==> src/rtl/bldc_mul_arbiter.sv <==
// bldc_mul_arbiter: round-robin sequencer that shares one serial 16x16
// multiplier between N_REQ requesters. It latches the winner's operands,
// handshakes with the multiplier, then scales and saturates the product.
// A stalled multiplier is abandoned after TIMEOUT cycles.
// Optional build macro BLDC_MUL_ARB_PRIORITY0_EN: requester 0 gets fixed
// priority and the others rotate among themselves.
module bldc_mul_arbiter #(
  parameter int N_REQ   = 3,
  parameter int SHIFT   = 8,
  parameter int OUT_W   = 9,
  parameter int TIMEOUT = 15
) (
  input  logic                  clk,
  input  logic                  rst,
  input  logic [N_REQ-1:0]      req,
  input  logic [16*N_REQ-1:0]   a_flat,
  input  logic [16*N_REQ-1:0]   b_flat,
  output logic [N_REQ-1:0]      done,
  output logic [OUT_W-1:0]      result,
  output logic                  busy,
  output logic                  sat,
  output logic                  err,
  output logic                  mul_load,
  output logic [15:0]           mul_a,
  output logic [15:0]           mul_b,
  input  logic                  mul_valid,
  input  logic [31:0]           mul_prod
);

  localparam int IDX_W = $clog2(N_REQ);
  localparam int CNT_W = $clog2(TIMEOUT + 1);
  localparam logic [31:0] RES_MAX = {{(32-OUT_W){1'b0}}, {OUT_W{1'b1}}};

`ifdef BLDC_MUL_ARB_PRIORITY0_EN
  localparam bit PRIO0 = 1'b1;
`else
  localparam bit PRIO0 = 1'b0;
`endif

  typedef enum logic [1:0] {IDLE, ISSUE, WAIT} state_t;

  state_t             state;
  logic [IDX_W-1:0]   ptr;
  logic [IDX_W-1:0]   idx;
  logic [IDX_W-1:0]   ptr_next;
  logic [CNT_W-1:0]   tcnt;
  logic               win_found;
  logic [IDX_W-1:0]   win_idx;
  logic [IDX_W:0]     pos;
  logic [31:0]        prod_shifted;
  logic               clamp;

  assign busy         = (state != IDLE);
  assign prod_shifted = mul_prod >> SHIFT;
  assign clamp        = (prod_shifted > RES_MAX);
  assign ptr_next     = (idx == IDX_W'(N_REQ - 1)) ? '0 : idx + 1'b1;

  // Winner search: first set req bit at or above ptr, wrapping at N_REQ-1.
  always_comb begin
    win_found = 1'b0;
    win_idx   = '0;
    pos       = '0;
    if (PRIO0 && req[0]) begin
      win_found = 1'b1;
    end else begin
      for (int unsigned k = 0; k < N_REQ; k++) begin
        pos = {1'b0, ptr} + (IDX_W+1)'(k);
        if (pos >= (IDX_W+1)'(N_REQ))
          pos = pos - (IDX_W+1)'(N_REQ);
        if (!win_found && req[pos[IDX_W-1:0]]) begin
          win_found = 1'b1;
          win_idx   = pos[IDX_W-1:0];
        end
      end
    end
  end

  // Sequencer: arbitrate, issue to the multiplier, wait for product or timeout.
  always_ff @(posedge clk) begin
    if (rst) begin
      state    <= IDLE;
      ptr      <= '0;
      idx      <= '0;
      tcnt     <= '0;
      done     <= '0;
      result   <= '0;
      sat      <= 1'b0;
      err      <= 1'b0;
      mul_load <= 1'b0;
      mul_a    <= '0;
      mul_b    <= '0;
    end else begin
      done <= '0;
      sat  <= 1'b0;
      unique case (state)
        IDLE: begin
          if (win_found) begin
            idx   <= win_idx;
            mul_a <= a_flat[{win_idx, 4'b0000} +: 16];
            mul_b <= b_flat[{win_idx, 4'b0000} +: 16];
            state <= ISSUE;
          end
        end
        ISSUE: begin
          mul_load <= 1'b1;
          tcnt     <= '0;
          state    <= WAIT;
        end
        WAIT: begin
          if (mul_valid) begin
            mul_load  <= 1'b0;
            result    <= clamp ? '1 : prod_shifted[OUT_W-1:0];
            sat       <= clamp;
            done[idx] <= 1'b1;
            // Fixed-priority requester 0 never moves the rotation pointer.
            if (!(PRIO0 && idx == '0))
              ptr <= ptr_next;
            state     <= IDLE;
          end else if (tcnt == CNT_W'(TIMEOUT - 1)) begin
            mul_load <= 1'b0;
            err      <= 1'b1;
            if (!(PRIO0 && idx == '0))
              ptr <= ptr_next;
            state    <= IDLE;
          end else begin
            tcnt <= tcnt + 1'b1;
          end
        end
        default: state <= IDLE;
      endcase
    end
  end

endmodule

==> config.mk <==
export PLATFORM = sky130hd
export DESIGN_NAME = bldc_mul_arbiter
export DESIGN_NICKNAME = d
export VERILOG_FILES = /design/src/rtl/bldc_mul_arbiter.sv
export SDC_FILE = /design/constraint.sdc
export NUM_CORES = 1
export LEC_CHECK = 0
export BUFFER_PORTS_ARGS = -buffer_cell sky130_fd_sc_hd__buf_2
export CAP_MARGIN = 20
export CORE_ASPECT_RATIO = 1.75
export CORE_UTILIZATION = 47
export CTS_CLUSTER_DIAMETER = 80
export DETAILED_ROUTE_END_ITERATION = 10
export HOLD_SLACK_MARGIN = 0.1
export PLACE_DENSITY = 0.87
export RECOVER_POWER = 100
export SYNTH_ARGS = -nofsm -noshare
export SYNTH_HDL_FRONTEND = slang
export SYNTH_SLANG_ARGS = --single-unit
==> constraint.sdc <==
create_clock -name clk -period 7.64 [get_ports clk]
set_input_delay 1.528 -clock clk [delete_from_list [all_inputs] [get_ports clk]]
set_output_delay 1.528 -clock clk [all_outputs]
set_load 0.03 [all_outputs]
==> metrics.csv, run 1 <==
metric,value,unit
status,finished with violations,
violations,"capacitance limit, slew limit",
first_global_vias,3117,
postSynth.asyncResetShare,0,
synth_edf_count,0,
start_util,0.4934,
rsz0062_at_grt,false,
cts_buffers,9,
chipWidth,63.36,um
fillers,554,
grt_pass1_wl,13540,um
grtUsageTotal,0.2511,
finalCritPeriodShare,0.5774,
cts.hold.buffers_added,0,
syn_to_final_growth,30.87,%
ant_nets,0,
drcViolationCount,0,
worstSkewPairLatency,0.34,ns
slowest_delay,1.80,ns
antenna_found_initial,0,
synth_cell_types,36,
syn_nets,477,
core_area,6276,um^2
ctsResizeCount,0,
clock-sinks,57,
setup_tns,0,ns
critPathBufInv,3,
wl,8817,um
slew_viol_final,96,
final_nets,633,
layout_min_cycle_time,4.412,ns
arrival,4.66,ns
yosysSeqAreaShare,0.3685,
drtPass1Iterations,4,
postCtsSetupBuffers,0,
leakage,1.734,nW
ctsHtreeMaxLevel,3,
relSlewSlack,-0.6678,
crit_slowest_cell,clkbuf_1,
synth_flop_cell,dfxtp_1,
end_kind,flip-flop,
root_buffer,clkbuf_8,
layout_commonest_cell,buf_2,
finClkSkew,0.005945,ns
peakVddDrop,164.5,uV
dr_total_vias,3279,
grt_overflow,0,
routabilityCongestion,0.7960,
cts_tree,yes,
path_class,input port to flip-flop,
worst_ep_required_time,7.89,ns
synth_area_per_cell,9.216,um^2
dieArea,6930,um^2
drv_cap,2,
syn_area,3097,um^2
clock.fmax,226.7,MHz
numPortBuffers,173,
crit_path_cell_trace,clkbuf_1 -> inv_1 -> clkbuf_1 -> o2111ai_1 -> o31ai_1,
grt_max_degree,72,
ys_ff_latch,57,
path_max_fanout,62,
power,0.9509,mW
dp_hpwl,6323,um
multi_input_area,1742,um^2
seqCellArea,1141,um^2
most-common-layout-cells,"122 x buf_2, 57 x dfxtp_1, 54 x clkbuf_1",
critical_path.most_common_cell,clkbuf_1,
hold_viol_final,0,
hold_path_class,flip-flop to flip-flop,
wire_per_inst,15.28,um
worst_setup_path_start_kind,input port,
finalSetupViolations,0,
die_height,109.4,um
vias_per_cell,5.683,
clkSlewWorstSetupHoldPaths,0.06,ns
worstMarginPinSlew,2.502,ns
rows,38,
first_iter_violations,243,
critPathTopFamily,buffers and inverters,
final_layout_size_suffix_gt1_frac,0.3300,
synth_cells,336,
io_pins,182,
cellPowerDensity,234.6,nW/um^2
n_antenna_cell,0,
cts_buffer_depth,2,
yosys_warnings,0,
Yosys cell counts (all sizes together), types with 2 or more instances:
library cell  instances  area, um^2
dfxtp                57        1141
nand2                44       165.2
nand4                36       225.2
o221ai               34       485.5
mux2i                32       320.3
clkbuf               24       90.09
nor3                 18       90.09
nor2                 14       52.55
a21oi                13       65.06
inv                   9       33.78
buf                   8       65.06
ha                    7       87.58
nor4                  6       37.54
nor2b                 4       25.02
o21ai                 4       20.01
a211oi                3       22.52
nand2b                3       18.77
and3                  2       12.51
nand3                 2       10.01
nand4b                2       17.52
nor4b                 2       17.52
o21a                  2       15.01
state kept, by name, indices dropped and copies added (netlist names):
| name | count |
|---|---|
| mul_b | 16 |
| ptr | 2 |
| tcnt | 4 |
| mul_a | 16 |
| sat | 1 |
| done | 3 |
| mul_load | 1 |
| state | 2 |
| err | 1 |
| result | 9 |
| idx | 2 |
routing by layer:
metal  routed length, um  share of wire  vias up  GRT usage
met2                4835           0.55      138     0.4666
met5                   0              0        -          0
li1                    -              -     1586          -
met3                 580          0.066       15    0.07261
met4                 201          0.023        0     0.1331
met1                3199           0.36     1540     0.2469
final timing paths:
path	slack [ns]	startpoint	to	cells past startpoint
setup / recovery	3.23	rst	state[1]	5
hold / removal	0.48	err	err	2
setup reg to reg	4.28	ptr[0]	mul_b[2]	6
hold reg to reg	0.48	err	err	2
per-stage QoR:
stage                     worst slack, ns  utilization  hold slack (ns)  instances  instance area [um^2]
after floorplan                     4.503            -           0.4654        336                  3097
after global placement              3.756       0.6304           0.4512        560                  3956
after detailed placement            3.690       0.6304           0.4557        560                  3956
after CTS                           4.054       0.6635           0.4789        576                  4164
after global routing                2.869       0.6457           0.5170        577                  4053
final                               3.228       0.6457           0.4772        577                  4053
logic make-up after synthesis:
family                     synth area share
adders and majority gates           0.02828
and+or+nand+nor                      0.2311
DFF                                  0.3685
muxes                                0.1034
buffers and inverters               0.06101
AOI/OAI and AO/OA                    0.2077
power breakdown:
| group | internal [mW] | switching, mW |
|---|---|---|
| sequential | 0.336 | 0.0202 |
| clock | 0.177 | 0.116 |
| combinational | 0.0957 | 0.206 |
| total | 0.608 | 0.343 |
tightest hold or removal path, stage by stage (launching register included):
cell and delay, ns:
dfxtp_1 0.33, a21oi_1 0.04, nor2_1 0.07
area by class of cell:
class,instances,share of cell area
Inverter,9,0.008336
Clock buffer,14,0.04261
Sequential cell,57,0.2816
Tap cell,80,0.02470
Timing Repair Buffer,177,0.2044
Multi-Input combinational cell,238,0.4298
Clock inverter,2,0.008645
Power figures use the tool's default switching activity.
==> run 2, diff against run 1 <==
CORE_UTILIZATION = 40   (was 47)
PLACE_DENSITY = 0.79   (was 0.87)
clock period = 3.9 ns   (was 7.64 ns; I/O delays follow)
==> run 2 against run 1 <==
The flow now finishes without violations; combinational power is 89% higher; sequential cell count stayed put; critical path depth is 3 higher; sequential power is 96% higher; core utilization is 9.9 points lower; critical path type is now flip-flop to flip-flop; via count is 0.67% lower; design area is 1.5% higher; first-iteration DRC count is 34% lower; global-route usage is 4.0 points lower; total power is 120% higher; non-clock buffer count is 3 higher.
==> metrics.csv, run 2 (synthesized netlist as in run 1, its figures left out) <==
metric,value,unit
finClkSkew,0.005758,ns
wire_per_inst,14.78,um
cts.hold.buffers_added,0,
ant_nets,0,
cts_buffers,9,
core_area,7515,um^2
place_ws,0.7077,ns
path_class,flip-flop to flip-flop,
cellPowerDensity,501.2,nW/um^2
final_layout_size_suffix_gt1_frac,0.3140,
routabilityCongestion,0.7030,
dr_total_vias,3257,
slew_viol_final,0,
setup_tns,0,ns
final_nets,636,
cts_buffer_depth,2,
worstSetupPathDepth,8,
finalCritPeriodShare,0.7716,
hold_viol_final,0,
reg_top3,"mul_a x16, mul_b x16, result x9",
postCtsSetupBuffers,0,
vias_per_cell,5.539,
die_height,118.4,um
fin_ws,0.8907,ns
root_buffer,clkbuf_16,
crit_slowest_cell,clkbuf_1,
arrival,3.23,ns
rsz0062_at_grt,false,
dieArea,8111,um^2
drv_cap,0,
clock-sinks,57,
antenna_found_initial,0,
end_kind,flip-flop,
wl,8689,um
regToRegSetupSlack,0.89,ns
drcViolationCount,0,
placed_area,3989,um^2
critPathBufInv,2,
crit_path_cell_trace,inv_1 -> ha_1 -> nor4bb_1 -> or4_1 -> nor2_1 -> clkbuf_1 -> nand4_1 -> o221ai_1,
cp-endpoint,mul_a[9],
first_iter_violations,161,
worstSkewPairLatency,0.32,ns
worst-r2r-cell-count,8,
rows,42,
path_max_fanout,25,
grt_overflow,0,
critPathTopFamily,simple AND/OR/NAND/NOR gates,
timing.rr.start,ptr[0],
chipWidth,68.51,um
grt_max_degree,72,
layout_commonest_cell,buf_2,
relSlewSlack,0.1563,
grtUsageTotal,0.2112,
ctsHtreeMaxLevel,3,
syn_to_final_growth,32.77,%
status,"complete, no violations",
clkSlewWorstSetupHoldPaths,0.05,ns
final_area,4111,um^2
n_antenna_cell,0,
worstMarginPinSlew,1.266,ns
ctsResizeCount,0,
peakVddDrop,272.1,uV
power,2.061,mW
start_util,0.4121,
first_global_vias,3118,
most-common-layout-cells,"125 x buf_2, 57 x dfxtp_1, 52 x clkbuf_1",
clock.fmax,332.3,MHz
crit_start,ptr[0],
r2r_end,mul_a[9],
holdWs,0.4715,ns
leakage,1.789,nW
worst_ep_required_time,4.12,ns
grt_pass1_wl,13090,um
layout_min_cycle_time,3.009,ns
worst_setup_path_start_kind,flip-flop,
hold_path_class,flip-flop to flip-flop,
io_pins,182,
drtPass1Iterations,4,
slowest_delay,0.94,ns
cts_tree,yes,
dp_hpwl,6369,um
finalSetupViolations,0,
numPortBuffers,173,
## run 2: worst min path at each step
stage                     slack [ns]      end    start  cells past startpoint
after floorplan                 0.47  tcnt[1]  tcnt[1]                      2
after global placement          0.46      err      err                      2
after detailed placement        0.46      err      err                      2
after CTS                       0.47      err      err                      2
after global routing            0.49      err      err                      2
final                           0.47      err      err                      2
## run 2: area by class of cell
type | count | area [um^2]
clock buffers | 14 | 274.0
clock inverters | 2 | 35.03
fillers | 761 | 3403
inverters | 9 | 33.78
multi-input cells | 238 | 1654
flip-flops and latches | 57 | 1141
well taps | 88 | 110.1
repair buffers | 180 | 863.3
## run 2: power by group
group | switching [mW] | total (mW) | internal [mW] | leakage [nW]
registers | 0.0393 | 0.698 | 0.659 | 0.467
logic | 0.389 | 0.571 | 0.182 | 1.17
clock network | 0.248 | 0.792 | 0.544 | 0.153
total | 0.676 | 2.06 | 1.39 | 1.79
## run 2: per-stage QoR
| step | instances | utilization |
|---|---|---|
| after floorplan | 336 | - |
| after global placement | 571 | 0.5308 |
| after detailed placement | 571 | 0.5308 |
| after CTS | 587 | 0.5719 |
| after global routing | 588 | 0.5471 |
| final | 588 | 0.5471 |
## run 2: routing by layer
metal,track usage,vias to the layer above,share of wire
li1,-,1592,-
met1,0.1945,1519,0.37
met2,0.4124,137,0.55
met3,0.05695,9,0.067
met4,0.06510,0,0.0090
met5,0,-,0
## run 2: worst reg2reg max path: cells and delay by family (launching register included)
family	cells	cell delay (ns)
AO/OA/AOI/OAI	1	0.13
buffers and inverters	2	0.99
AND/OR/NAND/NOR	4	1.07
adder cells (fa/ha/maj)	1	0.37
flip-flops	1	0.35
==> run 3, diff against run 2 <==
CORE_UTILIZATION = 44   (was 40)
PLACE_DENSITY = 0.83   (was 0.79)
clock period = 2.8 ns   (was 3.9 ns; I/O delays follow)
==> run 3 against run 2 <==
Sequential share of layout area up 0.17 points; critical path depth unchanged; setup slack worse by 0.69 ns; fmax up 16%; die area down 8.9%; combinational power up 39%; critical path type unchanged; largest power group unchanged; highest routed layer unchanged.
==> metrics.csv, run 3 (synthesized netlist as in run 1, its figures left out) <==
metric,value,unit
leakage,1.796,nW
start_util,0.4516,
cts_buffers,9,
first_iter_violations,166,
layoutNonFillerInstCount,585,
drv_cap,0,
reg_top3,"mul_a x16, mul_b x16, result x9",
grtUsageTotal,0.2321,
n_antenna_cell,0,
final_nets,637,
power_switching_share,0.3359,
clkPwrFrac,0.372,
dp_hpwl,6458,um
antenna_found_initial,0,
hold_path_class,flip-flop to flip-flop,
wl,8772,um
peakVddDrop,346.3,uV
drcViolationCount,0,
cellPowerDensity,688.4,nW/um^2
arrival,2.83,ns
cts.hold.buffers_added,0,
cts_buffer_depth,2,
rsz0062_at_grt,false,
finalCritPeriodShare,0.9293,
clock-sinks,57,
cts_tree,yes,
grt_overflow,0,
power_frac_comb,0.283,
wire_per_inst,14.99,um
worst_ep_required_time,3.02,ns
layout_min_cycle_time,2.602,ns
numPortBuffers,173,
fillers,663,
worst_setup_path_start_kind,flip-flop,
clock.fmax,384.3,MHz
grt_pass1_wl,13480,um
syn_to_final_growth,31.96,%
ctsHtreeMaxLevel,3,
io_pins,182,
vias_per_cell,5.586,
root_buffer,clkbuf_16,
most-common-layout-cells,"125 x buf_2, 57 x dfxtp_1, 50 x clkbuf_1",
core_area,6857,um^2
place_inst,569,
cp-endpoint,mul_b[11],
hold_viol_final,0,
dieArea,7391,um^2
routabilityCongestion,0.8961,
worstSkewPairLatency,0.32,ns
worstMarginPinSlew,0.9367,ns
slew_viol_final,0,
layout_commonest_cell,buf_2,
finClkSkew,0.006583,ns
finalSetupViolations,0,
grt_max_degree,67,
relSlewSlack,0.3755,
setup_tns,0,ns
first_global_vias,3144,
die_height,113.0,um
r2r_end,mul_b[11],
power.switching,0.9448,mW
dr_total_vias,3268,
clkSlewWorstSetupHoldPaths,0.05,ns
path_max_fanout,32,
drtPass1Iterations,4,
pwr-share-seq,0.345,
path_class,flip-flop to flip-flop,
timing.rr.start,ptr[0],
regToRegSetupSlack,0.20,ns
ant_nets,0,
final_layout_size_suffix_gt1_frac,0.3114,
worst-r2r-cell-count,8,
final_area,4086,um^2
rows,40,
placed_area,4036,um^2
crit_start,ptr[0],
end_kind,flip-flop,
cellInternalPower,1.868,mW
chipWidth,65.42,um
status,"complete, no violations",
==> run 3: changes by cell type in the layout (fill, tap and decap cells not counted) <==
cell and change:
nor2_4 +1, or4_1 -1, buf_12 +1, o221ai_2 -6
nor2_1 -1, clkbuf_1 -2, or4_4 +1, clkbuf_2 +1
o221ai_1 +6, clkbuf_8 +1, bufinv_16 -1, clkinv_2 +1
==> run 3: cell type report <==
cell class                 instances  area [um^2]  share of cell area
clock inverter                     2        10.01            0.002449
tap                               84        105.1             0.02572
sequential                        57         1141              0.2792
timing repair buffer             181        884.6              0.2165
clock buffer                      14        284.0             0.06950
multi-input combinational        238         1628              0.3983
inverter                           9        33.78            0.008267
==> run 3: how the worst min path moves through the flow <==
stage / startpoint / to / slack (ns) / cells after the start
floorplan: tcnt[1] / tcnt[1] / 0.47 / 2
global placement: err / err / 0.45 / 2
detailed placement: err / err / 0.46 / 2
CTS: mul_prod[15] / result[7] / 0.47 / 3
global route: mul_prod[16] / result[8] / 0.49 / 3
finish: err / err / 0.47 / 2
==> run 3: critical path, cell delays in order (launching register included) <==
cell and delay [ns]:
dfxtp_1 0.35, inv_1 0.06, ha_1 0.30, nor4bb_1 0.14, or4_4 0.51, or2_0 0.26, or3_2 0.46, buf_12 0.19
o221ai_1 0.21
==> run 3: metrics by stage <==
| step | setup slack [ns] | hold slack (ns) | total power [mW] | utilization |
|---|---|---|---|---|
| 5_1_grt | 0.03182 | 0.4857 | 2.939 | 0.5960 |
| 3_5_place_dp | 0.1544 | 0.4585 | 1.887 | 0.5887 |
| 2_1_floorplan | 0.3952 | 0.4654 | 1.606 | - |
| 4_1_cts | 0.1365 | 0.4702 | 2.936 | 0.6316 |
| 3_3_place_gp | 0.2287 | 0.4513 | 1.858 | 0.5887 |
| 6_report | 0.1979 | 0.4713 | 2.813 | 0.5960 |
==> run 3: repair_timing <==
item	in CTS	in global routing
buffers inserted	0	0
hold endpoints to repair	0	0
endpoints found under the setup margin	0	4
resized for setup	0	1
==> run 3: per-layer routing <==
layer  vias to the layer above  wire length (um)  GRT usage
met1                      1519              3205     0.2187
met5                         -                 0          0
met2                       140              4767     0.4515
li1                       1594                 -          -
met4                         0               180     0.1029
met3                        15               619    0.05343
==> run 3: power by group through the flow <==
stage	sequential, mW	combinational, mW	clock [mW]
detailed placement	0.984	0.903	0
floorplan	1.17	0.439	0
global route	0.982	0.858	1.10
finish	0.971	0.795	1.05
CTS	0.968	0.905	1.06
global placement	0.979	0.879	0
